**config.mk**
```make
export PLATFORM = sky130hd
export DESIGN_NAME = mem_port_arbiter
export DESIGN_NICKNAME = d
export VERILOG_FILES = /design/src/rtl/mem_port_arbiter.sv
export SDC_FILE = /design/constraint.sdc
export NUM_CORES = 1
export LEC_CHECK = 0
export CORE_MARGIN = 2
export CORE_UTILIZATION = 41
export CTS_CLUSTER_DIAMETER = 60
export DETAILED_ROUTE_END_ITERATION = 16
export PLACE_DENSITY = 0.78
export SKIP_CTS_REPAIR_TIMING = 1
export SLEW_MARGIN = 15
export SYNTH_ARGS = -nofsm -noshare
export SYNTH_HDL_FRONTEND = slang
export SYNTH_SLANG_ARGS = --single-unit
```
**constraint.sdc**
```tcl
create_clock -name clk -period 2.1 [get_ports clk]
set_input_delay 0.21 -clock clk [delete_from_list [all_inputs] [get_ports clk]]
set_output_delay 0.21 -clock clk [all_outputs]
set_load 0.005 [all_outputs]
```
**src/rtl/mem_port_arbiter.sv**
```systemverilog
// ---------------------------------------------------------------------------
// mem_port_arbiter
//
// Shares one byte-addressable data memory port between the instruction-fetch
// requester (I) and the load/store requester (D) of a unified-memory RV32
// pipeline. A winning request is registered in IDLE, drives exactly one
// memory access in ACCESS, and is answered with a one-cycle ack in RESP.
// Misaligned or unsupported-width requests skip ACCESS and are answered with
// err set, so memory is never touched for them.
//
// The memory performs the func3 sign/zero extension itself, so captured read
// data is passed back to the requester unchanged.
//
// Ports:
//   clk, rst                      clock, synchronous active-high reset
//   i_req/i_addr                  fetch request (always a word access)
//   i_ack/i_rdata/i_err           fetch completion pulse, data, misalign flag
//   d_req/d_we/d_func3/d_addr/d_wdata   load/store request
//   d_ack/d_rdata/d_err           load/store completion pulse, data, error
//   mem_read/mem_write/mem_func3/mem_addr/mem_wdata   memory command
//   mem_rdata                     memory read data (combinational)
//   busy                          FSM is in ACCESS or RESP
//
// Optional feature (macro MEM_ARB_FAIRNESS_EN):
//   A streak counter limits consecutive D grants to MAX_D_STREAK while I is
//   waiting; when the limit is reached and both request, I wins. Without the
//   macro D has strict priority and no counter exists.
// ---------------------------------------------------------------------------
module mem_port_arbiter #(
    parameter int ADDR_W       = 32,
    parameter int MAX_D_STREAK = 4
) (
    input  logic              clk,
    input  logic              rst,
    input  logic              i_req,
    input  logic [ADDR_W-1:0] i_addr,
    output logic              i_ack,
    output logic [31:0]       i_rdata,
    output logic              i_err,
    input  logic              d_req,
    input  logic              d_we,
    input  logic [2:0]        d_func3,
    input  logic [ADDR_W-1:0] d_addr,
    input  logic [31:0]       d_wdata,
    output logic              d_ack,
    output logic [31:0]       d_rdata,
    output logic              d_err,
    output logic              mem_read,
    output logic              mem_write,
    output logic [2:0]        mem_func3,
    output logic [ADDR_W-1:0] mem_addr,
    output logic [31:0]       mem_wdata,
    input  logic [31:0]       mem_rdata,
    output logic              busy
);

    typedef enum logic [1:0] {
        IDLE   = 2'd0,
        ACCESS = 2'd1,
        RESP   = 2'd2
    } state_t;

    state_t state_q, state_d;

    // Request registers for the access in flight
    logic              ownerD_q;
    logic              we_q;
    logic              err_q;
    logic [2:0]        memFunc3_q;
    logic [ADDR_W-1:0] memAddr_q;
    logic [31:0]       memWdata_q;
    logic [31:0]       iRdata_q;
    logic [31:0]       dRdata_q;

    // Winner selection (valid only in IDLE)
    logic              grantD;
    logic              grantI;
    logic              selWe;
    logic [2:0]        selFunc3;
    logic [ADDR_W-1:0] selAddr;
    logic              selErr;

    // Returns 1 when the access is misaligned for its width or the funct3
    // encoding is not a legal load/store (stores have no unsigned forms).
    function automatic logic accessIllegal(input logic       we,
                                           input logic [2:0] f3,
                                           input logic [1:0] a);
        logic bad;
        case (f3)
            3'd0:    bad = 1'b0;
            3'd1:    bad = a[0];
            3'd2:    bad = (a != 2'b00);
            3'd4:    bad = we;
            3'd5:    bad = we | a[0];
            default: bad = 1'b1;
        endcase
        return bad;
    endfunction

`ifdef MEM_ARB_FAIRNESS_EN
    localparam int STREAK_W = ($clog2(MAX_D_STREAK + 1) > 3) ? $clog2(MAX_D_STREAK + 1) : 3;

    logic [STREAK_W-1:0] streak_q;

    // I is forced through once D has won MAX_D_STREAK times in a row
    // while I was waiting.
    always_comb begin
        grantD = 1'b0;
        grantI = 1'b0;
        if (state_q == IDLE) begin
            if (d_req && !(i_req && (streak_q == STREAK_W'(MAX_D_STREAK)))) begin
                grantD = 1'b1;
            end else if (i_req) begin
                grantI = 1'b1;
            end
        end
    end

    always_ff @(posedge clk) begin
        if (rst) begin
            streak_q <= '0;
        end else if (grantI) begin
            streak_q <= '0;
        end else if (grantD) begin
            streak_q <= i_req ? streak_q + 1'b1 : '0;
        end
    end
`else
    // Parameter only matters for the fairness build; referenced here so the
    // default build carries no dangling parameter.
    logic unusedMaxStreak;
    assign unusedMaxStreak = (MAX_D_STREAK != 0);

    always_comb begin
        grantD = 1'b0;
        grantI = 1'b0;
        if (state_q == IDLE) begin
            if (d_req) begin
                grantD = 1'b1;
            end else if (i_req) begin
                grantI = 1'b1;
            end
        end
    end
`endif

    // Fetches are always word loads
    always_comb begin
        selWe    = grantD ? d_we : 1'b0;
        selFunc3 = grantD ? d_func3 : 3'd2;
        selAddr  = grantD ? d_addr : i_addr;
        selErr   = accessIllegal(selWe, selFunc3, selAddr[1:0]);
    end

    // State register
    always_ff @(posedge clk) begin
        if (rst) begin
            state_q <= IDLE;
        end else begin
            state_q <= state_d;
        end
    end

    // Next-state logic
    always_comb begin
        state_d = state_q;
        case (state_q)
            IDLE: begin
                if (grantD || grantI) begin
                    state_d = selErr ? RESP : ACCESS;
                end
            end
            ACCESS:  state_d = RESP;
            RESP:    state_d = IDLE;
            default: state_d = IDLE;
        endcase
    end

    // Request latching and read-data capture. The memory command registers
    // load only for requests that will reach ACCESS, so a rejected request
    // leaves the memory bus exactly as it was.
    always_ff @(posedge clk) begin
        if (rst) begin
            ownerD_q   <= 1'b0;
            we_q       <= 1'b0;
            err_q      <= 1'b0;
            memFunc3_q <= '0;
            memAddr_q  <= '0;
            memWdata_q <= '0;
            iRdata_q   <= '0;
            dRdata_q   <= '0;
        end else begin
            if (grantD || grantI) begin
                ownerD_q <= grantD;
                we_q     <= selWe;
                err_q    <= selErr;
                if (!selErr) begin
                    memFunc3_q <= selFunc3;
                    memAddr_q  <= selAddr;
                    if (grantD) begin
                        memWdata_q <= d_wdata;
                    end
                end
            end
            if (state_q == ACCESS) begin
                if (!ownerD_q) begin
                    iRdata_q <= mem_rdata;
                end else if (!we_q) begin
                    dRdata_q <= mem_rdata;
                end
            end
        end
    end

    // Output logic
    always_comb begin
        busy      = (state_q != IDLE);
        mem_read  = (state_q == ACCESS) && !we_q;
        mem_write = (state_q == ACCESS) && we_q;
        i_ack     = (state_q == RESP) && !ownerD_q;
        d_ack     = (state_q == RESP) && ownerD_q;
        i_err     = i_ack && err_q;
        d_err     = d_ack && err_q;
        mem_func3 = memFunc3_q;
        mem_addr  = memAddr_q;
        mem_wdata = memWdata_q;
        i_rdata   = iRdata_q;
        d_rdata   = dRdata_q;
    end

endmodule

```
==> impl_metrics.py <==
metrics = {
    "status": {
        "outcome": "finished clean",
    },
    "synthesis": {
        "ys_seq_area_share_pct": 48.7,
        "syn_area_per_cell_sq_um": 9.13,
        "syn_area_sq_mm": 0.00559,
        "ys_ff_latch": 136,
        "synthCells": 612,
        "syn-num-nets": 748,
        "synth_cell_types": 33,
        "yosysWarnings": 0,
    },
    "cells_and_area": {
        "final_common_cell": "clkdlybuf4s50_1",
        "drive_gt1_share_pct": 9.68,
        "diodes": 0,
        "final_cell_mix": "272 x clkdlybuf4s50_1, 134 x dfxtp_1, 133 x nand2_1",
        "fillers": 1022,
        "regArea_sq_mm": 0.00273,
        "fin_nets": 1013,
        "syn_to_final_growth_pct": 62.3,
        "multiInputGateArea_sq_mm": 0.00264,
    },
    "detailed_routing": {
        "drt-total-wl_microns": 16300,
        "viasPerCell": 4.84,
        "drc": 0,
        "detail_route.iter0.violations": 196,
        "drt-pass1-iter-count": 5,
        "dr_total_vias": 5154,
        "antenna_left": 0,
        "wire_per_inst_microns": 15.3,
    },
    "sta": {
        "slew_viol_final": 0,
        "min_period_ns": 1.97,
        "fin_skew_ns": 0.00826,
        "min_period_over_period_pct": 93.7,
        "setup-violations-final": 0,
        "finalHoldViolCount": 0,
        "fmax_mhz": 508,
        "max_slew.worst_pin.slew_ns": 0.736,
        "layout_setup_ws_ns": 0.132,
        "max-slew-margin-rel_pct": 50.9,
        "hold_slack_ns": 0.371,
        "rsz0062_at_grt": "no",
    },
    "worst_setup_path": {
        "r2r_end": "mem_addr[2]$_SDFFE_PP0P_",
        "rr_worst_depth": 5,
        "end_kind": "primary output",
        "r2r_setup_slack_ns": 0.38,
        "worstPathArrival_ns": 1.76,
        "setup.worst_path.class": "reg2out",
        "reg2reg_from": "state_q[0]$_SDFFE_PP0P_",
        "critPathMaxFanout": 6,
        "critPathRequiredTime_ns": 1.89,
        "cp-start-kind": "register",
    },
    "clock_tree": {
        "clk_root_buffer_cell": "clkbuf_16",
        "path_clk_slew_ns": 0.05,
        "cts_max_path_buffers": 2,
        "cts_tree": "built",
        "htreeDepth": 4,
        "numCtsBuffers": 17,
        "clock_latency_ns": 0.41,
        "clkSinkCount": 136,
    },
    "placement": {
        "gp_congestion": 0.808,
        "io_buffers": 273,
        "dpl.hpwl_microns": 11800,
        "pre_cts_slack_ns": 0.00491,
    },
    "pwr": {
        "ir_drop_uv": 498,
        "power.density_mw_per_mm2": 715,
        "total_leakage_power_nw": 3.43,
    },
    "floorplan": {
        "die-area_sq_mm": 0.0146,
        "dieHeight_microns": 121,
        "rows": 42,
        "initial_core_util_pct": 42.0,
        "die_w_microns": 121,
        "io_pins": 274,
        "coreArea_sq_mm": 0.0133,
    },
    "worst_hold_path": {
        "hold_depth": 2,
        "hold_class": "in2reg",
        "min_from": "rst",
        "min_to": "state_q[0]$_SDFFE_PP0P_",
    },
    "grt": {
        "grt_max_degree": 74,
        "antenna_found_initial": 0,
        "grt_use_total_pct": 21.8,
        "grt_pass1_vias": 5173,
        "grt_overflow": 0,
        "grt_pass1_wl_microns": 25200,
    },
    "run": {
        "maxCapViolations": 0,
    },
}
final cells by class:
type / instances / share of cell area (%)
Timing Repair Buffer: 292 / 32.4
Sequential cell: 136 / 30.0
Multi-Input combinational cell: 427 / 29.1
Clock buffer: 22 / 5.12
Tap cell: 176 / 2.43
Clock inverter: 8 / 0.814
Inverter: 3 / 0.124
metal layers:
metal / global-route usage, % / vias to the layer above / share of wire [%]
li1: - / 2539 / -
met5: 0 / - / 0
met1: 22.5 / 2408 / 37
met4: 8.28 / 0 / 2.4
met2: 40.3 / 181 / 53
met3: 7.83 / 26 / 7.5
through the flow:
stage / total power [W] / std cells / setup TNS (ns) / instance area, sq um / utilization [%]
floorplan: 0.00325 / 612 / 0 / 5590 / -
global placement: 0.00381 / 1034 / 0 / 8520 / 64.1
detailed placement: 0.00384 / 1034 / 0 / 8520 / 64.1
CTS: 0.00655 / 1064 / -0.0672 / 9060 / 68.1
global route: 0.00675 / 1064 / 0 / 9070 / 68.2
finish: 0.00649 / 1064 / 0 / 9070 / 68.2
Yosys cell counts (all sizes together):
master    n  area (sq um)
o32ai     2          17.5
or2       1          6.26
nor3      1          5.00
a22oi     1          7.51
and4      1          8.76
clkbuf   27           101
o21a      1          7.51
mux2     32           469
a21oi    68           340
a211oi    1          7.51
nand2b    2          12.5
nand4     1          6.26
nor2     69           259
or3       1          6.26
nor2b    32           200
inv       3          11.3
nand2   133           499
mux2i    64           641
nand3     1          5.00
or3b      1          8.76
and3b     2          17.5
and2      4          25.0
a221oi    1          8.76
buf      19           138
o21ai     3          15.0
nor3b     4          35.0
a21o      1          7.51
dfxtp   136          2720
worst max-delay path: stages (launching register included):
cell and delay [ns]:
dfxtp_2 0.37, buf_4 0.15, nor3b_2 0.17, and2_1 0.14, clkdlybuf4s50_1 0.51
worst max path at each step:
stage | end | startpoint | cells after the start
2_1_floorplan | mem_addr[22]$_SDFFE_PP0P_ | state_q[1]$_SDFFE_PP0P_ | 7
3_3_place_gp | mem_addr[17]$_SDFFE_PP0P_ | d_req | 7
3_5_place_dp | mem_wdata[5]$_SDFFE_PP0P_ | d_req | 7
4_1_cts | mem_read | state_q[0]$_SDFFE_PP0P_ | 2
5_1_grt | i_err | state_q[1]$_SDFFE_PP0P_ | 4
6_report | i_err | state_q[1]$_SDFFE_PP0P_ | 4
cells by family (layout without fill, tap and decap cells):
group	count (synthesis)	in the layout	synth area share, %
muxes	96	96	19.9
and+or+nand+nor	253	253	19.6
AOI/OAI and AO/OA	78	78	7.37
buffers and inverters	49	325	4.48
DFF	136	136	48.7
state kept, by name (all words and copies together), names as in the netlist:
register,cells
we_q,1
i_rdata,32
ownerD_q,1
err_q,1
mem_wdata,32
mem_addr,32
d_rdata,32
mem_func3,3
state_q,2
report_power, final:
group          total, W  switching [W]  internal [W]
registers       0.00275      0.0000602       0.00269
logic           0.00104       0.000391      0.000647
clock network   0.00270        0.00103       0.00167
Note: power is estimated with default switching activity, not from simulation.
